[config.mk]
export PLATFORM = sky130hd
export DESIGN_NAME = sc_spi_tgt
export DESIGN_NICKNAME = d
export VERILOG_FILES = /design/src/rtl/sc_spi_tgt.sv
export SDC_FILE = /design/constraint.sdc
export NUM_CORES = 1
export LEC_CHECK = 0
export ABC_AREA = 0
export BUFFER_PORTS_ARGS = -buffer_cell sky130_fd_sc_hd__buf_2
export CAP_MARGIN = 20
export CORE_AREA = 2 2 127 129
export DETAILED_ROUTE_END_ITERATION = 8
export DIE_AREA = 0 0 129 131
export GPL_TIMING_DRIVEN = 0
export PLACE_DENSITY = 0.67
export SYNTH_ARGS = -nofsm -noshare
export SYNTH_HDL_FRONTEND = slang
export SYNTH_SLANG_ARGS = --single-unit
[constraint.sdc]
create_clock -name SYSCLK -period 4.3 [get_ports SYSCLK]
set_input_delay 0.645 -clock SYSCLK [delete_from_list [all_inputs] [get_ports SYSCLK]]
set_output_delay 0.645 -clock SYSCLK [all_outputs]
set_load 0.02 [all_outputs]
[src/rtl/sc_spi_tgt.sv]
`default_nettype none
// ============================================================================
//  Module   : sc_spi_tgt
//  Purpose  : SPI target protocol engine. Oversamples CSB/SCLK/MOSI on the
//             system clock, supports CPOL/CPHA modes 0..3 and MSB-first or
//             byte-0-first word order, deserializes MOSI into 32-bit words
//             and serializes 32-bit transmit words onto MISO.
//  Revision : 1.0  initial release
// ============================================================================
module sc_spi_tgt (
  input  logic        SYSCLK,
  input  logic        SYSRST,
  input  logic        CPOL,
  input  logic        CPHA,
  input  logic        BORDER,
  input  logic        SCSB,
  input  logic        SSCLK,
  input  logic        SMOSI,
  output logic        SMISO,
  output logic        SMISOEN,
  input  logic [31:0] TXDATA,
  output logic [3:0]  TXDPT,
  output logic [31:0] RXDATA,
  output logic        RXVALID,
  output logic [3:0]  RXDPT,
  output logic [5:0]  RXBITS,
  output logic        BUSY,
  output logic        FRMEND
);

  typedef enum logic [1:0] {
    ST_WAITHI = 2'd0,
    ST_IDLE   = 2'd1,
    ST_ACTIVE = 2'd2
  } state_t;

  localparam logic [5:0] C_FULL_WORD = 6'd32;

  // Wire-order bit n (0 = first on the wire) to register bit position.
  // MSB-first: 31-n. Byte-0-first: byte n/8, bit 7-(n%8) within the byte.
  function automatic logic [4:0] bit_pos(input logic border, input logic [4:0] idx);
    bit_pos = border ? {idx[4:3], ~idx[2:0]} : ~idx;
  endfunction

  // Synchronizer and history flops
  logic       csb_s1_q, csb_s2_q, csb_h_q;
  logic       sclk_s1_q, sclk_s2_q, sclk_h_q;
  logic       mosi_s1_q, mosi_s2_q;
  logic [1:0] prime_q;

  // Protocol state
  state_t      state_q,   state_d;
  logic [8:0]  bit_cnt_q, bit_cnt_d;
  logic [31:0] rx_sh_q,   rx_sh_d;
  logic [31:0] tx_sh_q,   tx_sh_d;
  logic [4:0]  tx_idx_q,  tx_idx_d;
  logic        tx_run_q,  tx_run_d;
  logic        smiso_q,   smiso_d;
  logic        busy_q,    busy_d;
  logic [3:0]  txdpt_q,   txdpt_d;
  logic [31:0] rxdata_q,  rxdata_d;
  logic        rxvalid_q, rxvalid_d;
  logic [3:0]  rxdpt_q,   rxdpt_d;
  logic [5:0]  rxbits_q,  rxbits_d;
  logic        frmend_q,  frmend_d;

  // Edge decode
  logic        w_sclk_rise, w_sclk_fall;
  logic        w_lead, w_trail, w_sample, w_shift;
  logic        w_csb_fall, w_csb_rise;
  logic [4:0]  w_rx_pos, w_tx_pos_next, w_pos0;
  logic [31:0] w_rx_next;

  // Two-flop synchronizers plus one history flop per edge-detected input.
  // prime_q marks when the CSB chain holds a genuinely sampled pin value,
  // so the reset value of the chain is never mistaken for an idle-high CSB.
  always_ff @(posedge SYSCLK or posedge SYSRST) begin
    if (SYSRST) begin
      csb_s1_q  <= 1'b1;
      csb_s2_q  <= 1'b1;
      csb_h_q   <= 1'b1;
      sclk_s1_q <= 1'b0;
      sclk_s2_q <= 1'b0;
      sclk_h_q  <= 1'b0;
      mosi_s1_q <= 1'b0;
      mosi_s2_q <= 1'b0;
      prime_q   <= 2'b00;
    end else begin
      csb_s1_q  <= SCSB;
      csb_s2_q  <= csb_s1_q;
      csb_h_q   <= csb_s2_q;
      sclk_s1_q <= SSCLK;
      sclk_s2_q <= sclk_s1_q;
      sclk_h_q  <= sclk_s2_q;
      mosi_s1_q <= SMOSI;
      mosi_s2_q <= mosi_s1_q;
      prime_q   <= {prime_q[0], 1'b1};
    end
  end

  // Edge classification from mode pins
  always_comb begin
    w_sclk_rise   = sclk_s2_q & ~sclk_h_q;
    w_sclk_fall   = ~sclk_s2_q & sclk_h_q;
    w_lead        = CPOL ? w_sclk_fall : w_sclk_rise;
    w_trail       = CPOL ? w_sclk_rise : w_sclk_fall;
    w_sample      = CPHA ? w_trail : w_lead;
    w_shift       = CPHA ? w_lead : w_trail;
    w_csb_fall    = ~csb_s2_q & csb_h_q;
    w_csb_rise    = csb_s2_q & ~csb_h_q;
    w_rx_pos      = bit_pos(BORDER, bit_cnt_q[4:0]);
    w_tx_pos_next = bit_pos(BORDER, tx_idx_q + 5'd1);
    w_pos0        = bit_pos(BORDER, 5'd0);
    w_rx_next     = rx_sh_q;
    w_rx_next[w_rx_pos] = mosi_s2_q;
  end

  // Frame state machine, RX deserializer and TX serializer next-state logic
  always_comb begin
    state_d   = state_q;
    bit_cnt_d = bit_cnt_q;
    rx_sh_d   = rx_sh_q;
    tx_sh_d   = tx_sh_q;
    tx_idx_d  = tx_idx_q;
    tx_run_d  = tx_run_q;
    smiso_d   = smiso_q;
    busy_d    = busy_q;
    txdpt_d   = txdpt_q;
    rxdata_d  = rxdata_q;
    rxvalid_d = 1'b0;
    rxdpt_d   = rxdpt_q;
    rxbits_d  = rxbits_q;
    frmend_d  = 1'b0;

    case (state_q)
      ST_WAITHI: begin
        // A CSB held low across reset must first go high before a frame
        if (prime_q[1] && csb_s2_q) begin
          state_d = ST_IDLE;
        end
      end

      ST_IDLE: begin
        if (w_csb_fall) begin
          state_d   = ST_ACTIVE;
          busy_d    = 1'b1;
          bit_cnt_d = 9'd0;
          rx_sh_d   = 32'd0;
          tx_sh_d   = TXDATA;
          tx_idx_d  = 5'd0;
          txdpt_d   = 4'd1;
          if (!CPHA) begin
            // Mode with sample on leading edge: bit 0 must be on the pin now
            smiso_d  = TXDATA[w_pos0];
            tx_run_d = 1'b1;
          end else begin
            // First leading edge will present bit 0
            smiso_d  = 1'b0;
            tx_run_d = 1'b0;
          end
        end
      end

      ST_ACTIVE: begin
        if (w_csb_rise) begin
          state_d  = ST_IDLE;
          busy_d   = 1'b0;
          smiso_d  = 1'b0;
          txdpt_d  = 4'd0;
          frmend_d = 1'b1;
          if (bit_cnt_q[4:0] != 5'd0) begin
            // Partial trailing word: unreceived positions are already zero
            rxvalid_d = 1'b1;
            rxdata_d  = rx_sh_q;
            rxbits_d  = {1'b0, bit_cnt_q[4:0]};
            rxdpt_d   = bit_cnt_q[8:5];
          end
        end else begin
          if (w_sample) begin
            bit_cnt_d = bit_cnt_q + 9'd1;
            if (bit_cnt_q[4:0] == 5'd31) begin
              rxvalid_d = 1'b1;
              rxdata_d  = w_rx_next;
              rxbits_d  = C_FULL_WORD;
              rxdpt_d   = bit_cnt_q[8:5];
              rx_sh_d   = 32'd0;
            end else begin
              rx_sh_d   = w_rx_next;
            end
          end
          if (w_shift) begin
            if (!tx_run_q) begin
              tx_run_d = 1'b1;
              smiso_d  = tx_sh_q[w_pos0];
            end else if (tx_idx_q == 5'd31) begin
              // Word boundary: fetch the word TXDPT has been pointing at
              tx_idx_d = 5'd0;
              tx_sh_d  = TXDATA;
              txdpt_d  = txdpt_q + 4'd1;
              smiso_d  = TXDATA[w_pos0];
            end else begin
              tx_idx_d = tx_idx_q + 5'd1;
              smiso_d  = tx_sh_q[w_tx_pos_next];
            end
          end
        end
      end

      default: begin
        state_d = ST_WAITHI;
      end
    endcase
  end

  // Protocol state registers
  always_ff @(posedge SYSCLK or posedge SYSRST) begin
    if (SYSRST) begin
      state_q   <= ST_WAITHI;
      bit_cnt_q <= 9'd0;
      rx_sh_q   <= 32'd0;
      tx_sh_q   <= 32'd0;
      tx_idx_q  <= 5'd0;
      tx_run_q  <= 1'b0;
      smiso_q   <= 1'b0;
      busy_q    <= 1'b0;
      txdpt_q   <= 4'd0;
      rxdata_q  <= 32'd0;
      rxvalid_q <= 1'b0;
      rxdpt_q   <= 4'd0;
      rxbits_q  <= 6'd0;
      frmend_q  <= 1'b0;
    end else begin
      state_q   <= state_d;
      bit_cnt_q <= bit_cnt_d;
      rx_sh_q   <= rx_sh_d;
      tx_sh_q   <= tx_sh_d;
      tx_idx_q  <= tx_idx_d;
      tx_run_q  <= tx_run_d;
      smiso_q   <= smiso_d;
      busy_q    <= busy_d;
      txdpt_q   <= txdpt_d;
      rxdata_q  <= rxdata_d;
      rxvalid_q <= rxvalid_d;
      rxdpt_q   <= rxdpt_d;
      rxbits_q  <= rxbits_d;
      frmend_q  <= frmend_d;
    end
  end

  assign SMISO   = smiso_q;
  assign SMISOEN = busy_q;
  assign BUSY    = busy_q;
  assign TXDPT   = txdpt_q;
  assign RXDATA  = rxdata_q;
  assign RXVALID = rxvalid_q;
  assign RXDPT   = rxdpt_q;
  assign RXBITS  = rxbits_q;
  assign FRMEND  = frmend_q;

endmodule
`default_nettype wire
==> Word level (Yosys, flattened, before mapping) <==
Cells that the tools add are included.
W data, S select, Z words.
{ "totals": {"register_bits": 141, "input_bits": 40, "word_cells": 155, "output_inout_bits": 51} }
{ "classes": {"addsub": 3, "n_bitwise": 12, "n_reduce_logical": 16, "eq_ne": 16, "mux": 81, "magnitude_cmp": 4} }
{ "ops": {"columns": ["cell", "n"], "rows": [
  ["$mux W32", 13],
  ["$pmux W32 S2", 2],
  ["$mux W5", 8],
  ["$mux W4", 9],
  ["$bwmux W32", 1],
  ["$mux W1", 27],
  ["$mux W9", 3],
  ["$mux W6", 4],
  ["$lt A5 B6 Y1 const B", 3],
  ["$pmux W9 S2", 1],
  ["$ne A2 B2 Y1 const B", 8],
  ["$bmux W1 S5", 3],
  ["$reduce_and A4 Y1", 3],
  ["$eq A5 B5 Y1 const B", 2],
  ["$not A5 Y5", 2],
  ["$pmux W5 S2", 1],
  ["$reduce_and A5 Y1", 2],
  ["$add A9 B1 Y9 const B", 1],
  ["$ne A3 B3 Y1 const B", 3],
  ["$reduce_and A3 Y1", 3],
  ["$pmux W4 S2", 1],
  ["$mux W2", 3],
  ["$not A3 Y3", 2],
  ["$pmux W1 S2", 3],
  ["other kinds (15)", 24]
]} }

==> Longest topological paths before layout <==
{ "depth": {"ltp_word": 11, "mapped_depth": 12, "ltp_nobuf": 9} }

==> Least setup slack after synthesis <==
No wires, ideal clock.
{ "synth_timing": {"kind": "register to register", "from": "register bit_cnt_q[0]", "to": "register rxdpt_q[2], in the netlist RXDPT[2]", "required_time_ns": 4.173, "arrival_ns": 2.270, "n_path_buf": 4, "path_stages_with_launch": 12, "setup_time_ns": 0.127, "path_slack_ns": 1.902, "period_less_slack_ns": 2.398, "path_cell_list": "dfrtp_1 ha_1 clkbuf_1 clkbuf_1 and3_1 ha_1 a31oi_1 nand2b_1 buf_4 inv_2 buf_6 mux2_1"} }
{ "synth_via": {"elab_chain_cells": 3, "word_cells_on_any_way": 5, "cone_classes": "eq/ne: 2; reduce/logical: 3"} }
{ "synth_rtl": {"columns": ["element", "line_no", "text"], "rows": [
  ["start, declared", "53", "logic [8:0] bit_cnt_q, bit_cnt_d;"],
  ["start signal, assigned", "234", "bit_cnt_q <= bit_cnt_d;"],
  ["$reduce_bool A5 Y1 or $eq A5 B5 Y1 (tied branches)", "171, 181", null],
  ["$ne A2 B1 Y1 (no source line) or $reduce_bool A2 Y1 (tied branches)", null, null],
  ["$reduce_and A4 Y1 (no source line) (*)", null, null],
  ["end signal, assigned", "244", "rxdpt_q <= rxdpt_d;"],
  ["end, declared", "63", "logic [3:0] rxdpt_q, rxdpt_d;"]
]} }
Every way passes the cells marked *; elsewhere a longest branch is shown, timed or not.
A chain may end at the register's enable or synchronous reset.

==> Final worst setup path <==
{ "layout_timing": {"from": "register bit_cnt_q[0]", "to": "register rx_sh_q[20]"} }
{ "layout_via": {"elab_chain_cells": 11, "word_cells_on_any_way": 14, "cone_classes": "order compare: 2; eq/ne: 1; mux: 8; bitwise: 2; reduce/logical: 1"} }
{ "layout_rtl": {"columns": ["element", "line_no", "text"], "rows": [
  ["$not A5 Y5 or $not A3 Y3 (tied branches)", "42", "bit_pos = border ? {idx[4:3], ~idx[2:0]} : ~idx;"],
  ["$mux W5", "42", null],
  ["$lt A5 B6 Y1 (not written as such) or $ge A5 B1 Y1 (tied branches)", "115", "w_rx_next[w_rx_pos] = mosi_s2_q;"],
  ["$logic_and A1 B1 Y1 (not written as such)", "115", null],
  ["$mux W1 (not written as such)", "115", null],
  ["$demux W1 S5", "115", null],
  ["$bwmux W32", "115", null],
  ["$mux W32 (*)", "181", "if (bit_cnt_q[4:0] == 5'd31) begin"],
  ["$mux W32 (*)", "179", "if (w_sample) begin"],
  ["$mux W32 (*)", "165", "if (w_csb_rise) begin"],
  ["$pmux W32 S2 (*)", "135", "case (state_q)"],
  ["end signal, assigned", "235", "rx_sh_q <= rx_sh_d;"],
  ["end, declared", "54", "logic [31:0] rx_sh_q, rx_sh_d;"]
]} }
Every way passes the cells marked *; elsewhere a longest branch is shown, timed or not. The select of a mux whose other input is x is not followed.

==> out/qor.csv <==
stage;metric;value;unit
cts;cts_tree;built;
cts;clock-sinks;141;
layout;fillers;1421;
setup_path;critical-path-max-stage-delay;520;ps
layout;layout-drive-gt1-share;24.5;%
cts;ctsHtreeMaxLevel;4;
drt;drtIter0Drc;403;
cts;ctsHoldBuffers;0;
layout;post-route-util;53.3;%
layout;fin_area;0.00832;mm²
die;start_util;44.3;%
setup_path;cpMaxStageDelayCell;clkbuf_1;
setup_path;cp_max_fo;10;
drt;routedWlPerCell;17.1;µm
power;switchingPower;1.61;mW
cts;clk_path_buf_depth;2;
sta;final.hold.worst_slack;214;ps
die;dieArea;0.0169;mm²
layout;nets;823;
power;intPower;3.30;mW
power;pwr-share-comb;32.4;%
die;io_pins;91;
sta;finalHoldViolations;0;
drt;routed_via_density;5.53;
drt;drt_pass1_iterations;5;
placed_design;gp_congestion;0.928;
global_route;grt-ovfl-total;0;
setup_path;end_kind;flip-flop;
die;fp.dieH;131;µm
global_route;grt_pass1_wl;28000;µm
setup_path;critPathKind;flip-flop to flip-flop;
sta;finalSetupViolations;0;
sta;tightest_slew;647;ps
power;clock_power_share;31.4;%
drt;ant_nets;0;
placed_design;place_hpwl;12200;µm
layout;multiInputGateArea;0.00308;mm²
setup_path;crit_required;4590;ps
placed_design;io_buffers;90;
power;switching_share;32.8;%
cts;insertion_delay;430;ps
cts;cts_resized;0;
sta;maxSlewViolCount;0;
run;maxCapViolations;0;
synth;syn_area_per_cell;10.5;µm²
die;core-area;0.0156;mm²
global_route;met1_usage;26.7;%
sta;rsz0062_at_grt;false;
placed_design;dpl-instance-area;0.00770;mm²
power;seq_power_share;36.2;%
die;rows;46;
placed_design;post-place-ws;1230;ps
cts;clkSlewWorstSetupHoldPaths;60;ps
sta;layout_setup_ws;1070;ps
die;die_w;129;µm
worst_hold_path;hold_class;input port to async pin;
power;p_per_area;591;mW/mm²
global_route;grt.met2_usage;36.3;%
cts;cts_root_buffer;clkbuf_16;
power;leakage;3.76;nW
layout;diodes;0;
sta;slew_headroom;56.8;%
sta;period_minus_slack;3230;ps
sta;fmax;0.309;GHz
drt;vias;5527;
setup_path;worstPathArrival;3520;ps
setup_path;crit_chain;ha_1 > clkbuf_1 > clkbuf_1 > and3_1 > ha_1 > nand4b_1 > clkbuf_1 > a21oi_1 > o21ai_0 > o21ai_0;
run_status;status;finished, final reports clean;
cts;cts_buffers;17;
global_route;grt_pass1_vias;5616;
cts;cts_setup_buffers;0;
synth;ys_types;52;
global_route;gr-usage-met3;4.72;%
global_route;grt_usage;21.4;%
power;vdd_drop_max;479;µV
global_route;antenna_found_initial;0;
drt;routed_wl;17100;µm
drt;drcViolationCount;0;
synth;synth_nets;711;
layout;seq_area;0.00353;mm²
setup_path;start_kind;flip-flop;
synth;yosys_register_bits;141;
sta;post-route-period-util;75.2;%
global_route;busiest_layer;met2;
setup_path;crit_buf_inv;3;
synth;synthCells;658;
synth;mappedNetlistArea;0.00691;mm²
global_route;grt_start_max_net_pins;45;
synth;yosysSeqAreaShare;51.1;%
setup_path;crit_top_cell;clkbuf_1;
setup_path;crit_family;buffers and inverters;
sta;finClkSkew;7.18;ps
sta;tns;0;ps
synth;ys.warnings.count;0;
layout;area_delta_synth_final;20.3;%
-- layout by cell type (no fill, tap or decap), types with 17 or more instances in the layout --
cell type	synthesis	routed
buf_2	7	97
clkbuf_1	30	31
clkbuf_16	0	17
nand4_1	25	25
o21ai_0	96	96
nor2_1	67	67
nand2_1	20	20
dfrtp_1	138	138
mux2i_1	21	21
a31oi_1	24	24
mux2_2	34	34
a21oi_1	54	54
-- per-stage QoR --
step | power, mW | instances
after floorplan | 2.95 | 658
after CTS | 4.96 | 999
final | 4.92 | 999
after detailed placement | 3.40 | 967
after global routing | 5.19 | 999
after global placement | 3.32 | 964
-- worst reg2reg max path, cell delays in order, from the launching register on --
cell      delay (ps)
dfrtp_1          440
ha_1             170
clkbuf_1         380
clkbuf_1         520
and3_1           240
ha_1             210
nand4b_1         270
clkbuf_1         370
a21oi_1          120
o21ai_0          230
o21ai_0          140
-- power by group through the flow --
stage	combinational (mW)	sequential [mW]	clock [mW]
after floorplan	1.06	1.89	0
after global placement	1.54	1.78	0
after detailed placement	1.60	1.80	0
after CTS	1.61	1.78	1.57
after global routing	1.75	1.81	1.63
final	1.59	1.78	1.54
-- layer usage --
layer | wire [µm] | vias up | part of all wire, %
met1 | 7380 | 2744 | 43
met5 | 0 | - | 0
met4 | 341 | 0 | 2.0
met2 | 8590 | 161 | 50
li1 | - | 2589 | -
met3 | 761 | 33 | 4.5
-- logic make-up after synthesis --
group           synth area share [%]
buf+inv                         4.40
flops                           51.1
fa+ha+maj                       2.35
xor+xnor                        1.52
other cells                   0.0543
mux                             13.1
compound gates                  15.6
simple gates                    11.9
-- Yosys cell counts (all sizes together) --
| cell type | n | area, µm² |
|---|---|---|
| or2 | 2 | 12.5 |
| conb | 1 | 3.75 |
| and3 | 7 | 45.1 |
| nand2b | 7 | 43.8 |
| clkinv | 1 | 3.75 |
| and4 | 1 | 8.76 |
| nand4 | 25 | 156 |
| dfstp | 3 | 78.8 |
| a21bo | 1 | 10.0 |
| inv | 11 | 41.3 |
| nor4b | 2 | 17.5 |
| nand2 | 20 | 75.1 |
| o21ai | 96 | 480 |
| dfrtp | 138 | 3450 |
| xor2 | 7 | 68.8 |
| clkbuf | 35 | 164 |
| nor2 | 67 | 251 |
| a32o | 1 | 10.0 |
| mux2 | 41 | 462 |
| a21boi | 1 | 7.51 |
| o21bai | 1 | 7.51 |
| nor3 | 2 | 10.0 |
| ha | 13 | 163 |
| mux2i | 23 | 238 |
| a41oi | 1 | 8.76 |
| nand3b | 1 | 7.51 |
| a22o | 10 | 87.6 |
| xnor2 | 2 | 36.3 |
| or3 | 2 | 12.5 |
| a31oi | 24 | 150 |
| nand4b | 1 | 8.76 |
| nand3 | 15 | 75.1 |
| and2 | 13 | 81.3 |
| o22ai | 2 | 12.5 |
| a21o | 1 | 7.51 |
| mux4 | 8 | 203 |
| buf | 13 | 95.1 |
| a2111oi | 1 | 8.76 |
| a21oi | 55 | 287 |
| nor2b | 3 | 18.8 |
-- final timing paths --
kind	start	end	slack, ps	cells past startpoint
worst min register to register	prime_q[0]$_DFF_PP0_	prime_q[1]$_DFF_PP0_	350	0
worst max-delay path	bit_cnt_q[0]$_DFFE_PP0P_	rx_sh_q[20]$_DFFE_PP0P_	1070	10
max in group asynchronous	SYSRST	csb_s2_q$_DFF_PP1_	3200	4
worst max register to register	bit_cnt_q[0]$_DFFE_PP0P_	rx_sh_q[20]$_DFFE_PP0P_	1070	10
min in group SYSCLK	SCSB	csb_s1_q$_DFF_PP1_	320	1
worst min-delay path	SYSRST	RXDATA[26]$_DFFE_PP0P_	210	2
-- cell type report --
| cell class | instances | area share (%) |
|---|---|---|
| Clock buffer | 18 | 5.16 |
| Inverter | 12 | 0.587 |
| Buffer | 48 | 3.11 |
| Timing Repair Buffer | 93 | 6.14 |
| Tap cell | 216 | 3.25 |
| Sequential cell | 141 | 42.5 |
| Clock inverter | 14 | 2.32 |
| Multi-Input combinational cell | 457 | 37.0 |
-- registers in the layout, indices dropped and copies added (netlist names), 2 cells and up --
name	cells
prime_q	2
tx_idx_q	5
state_q	2
rx_sh_q	32
RXDPT	4
tx_sh_q	32
RXBITS	6
RXDATA	32
bit_cnt_q	9
TXDPT	4
Power figures use the tool's default switching activity.
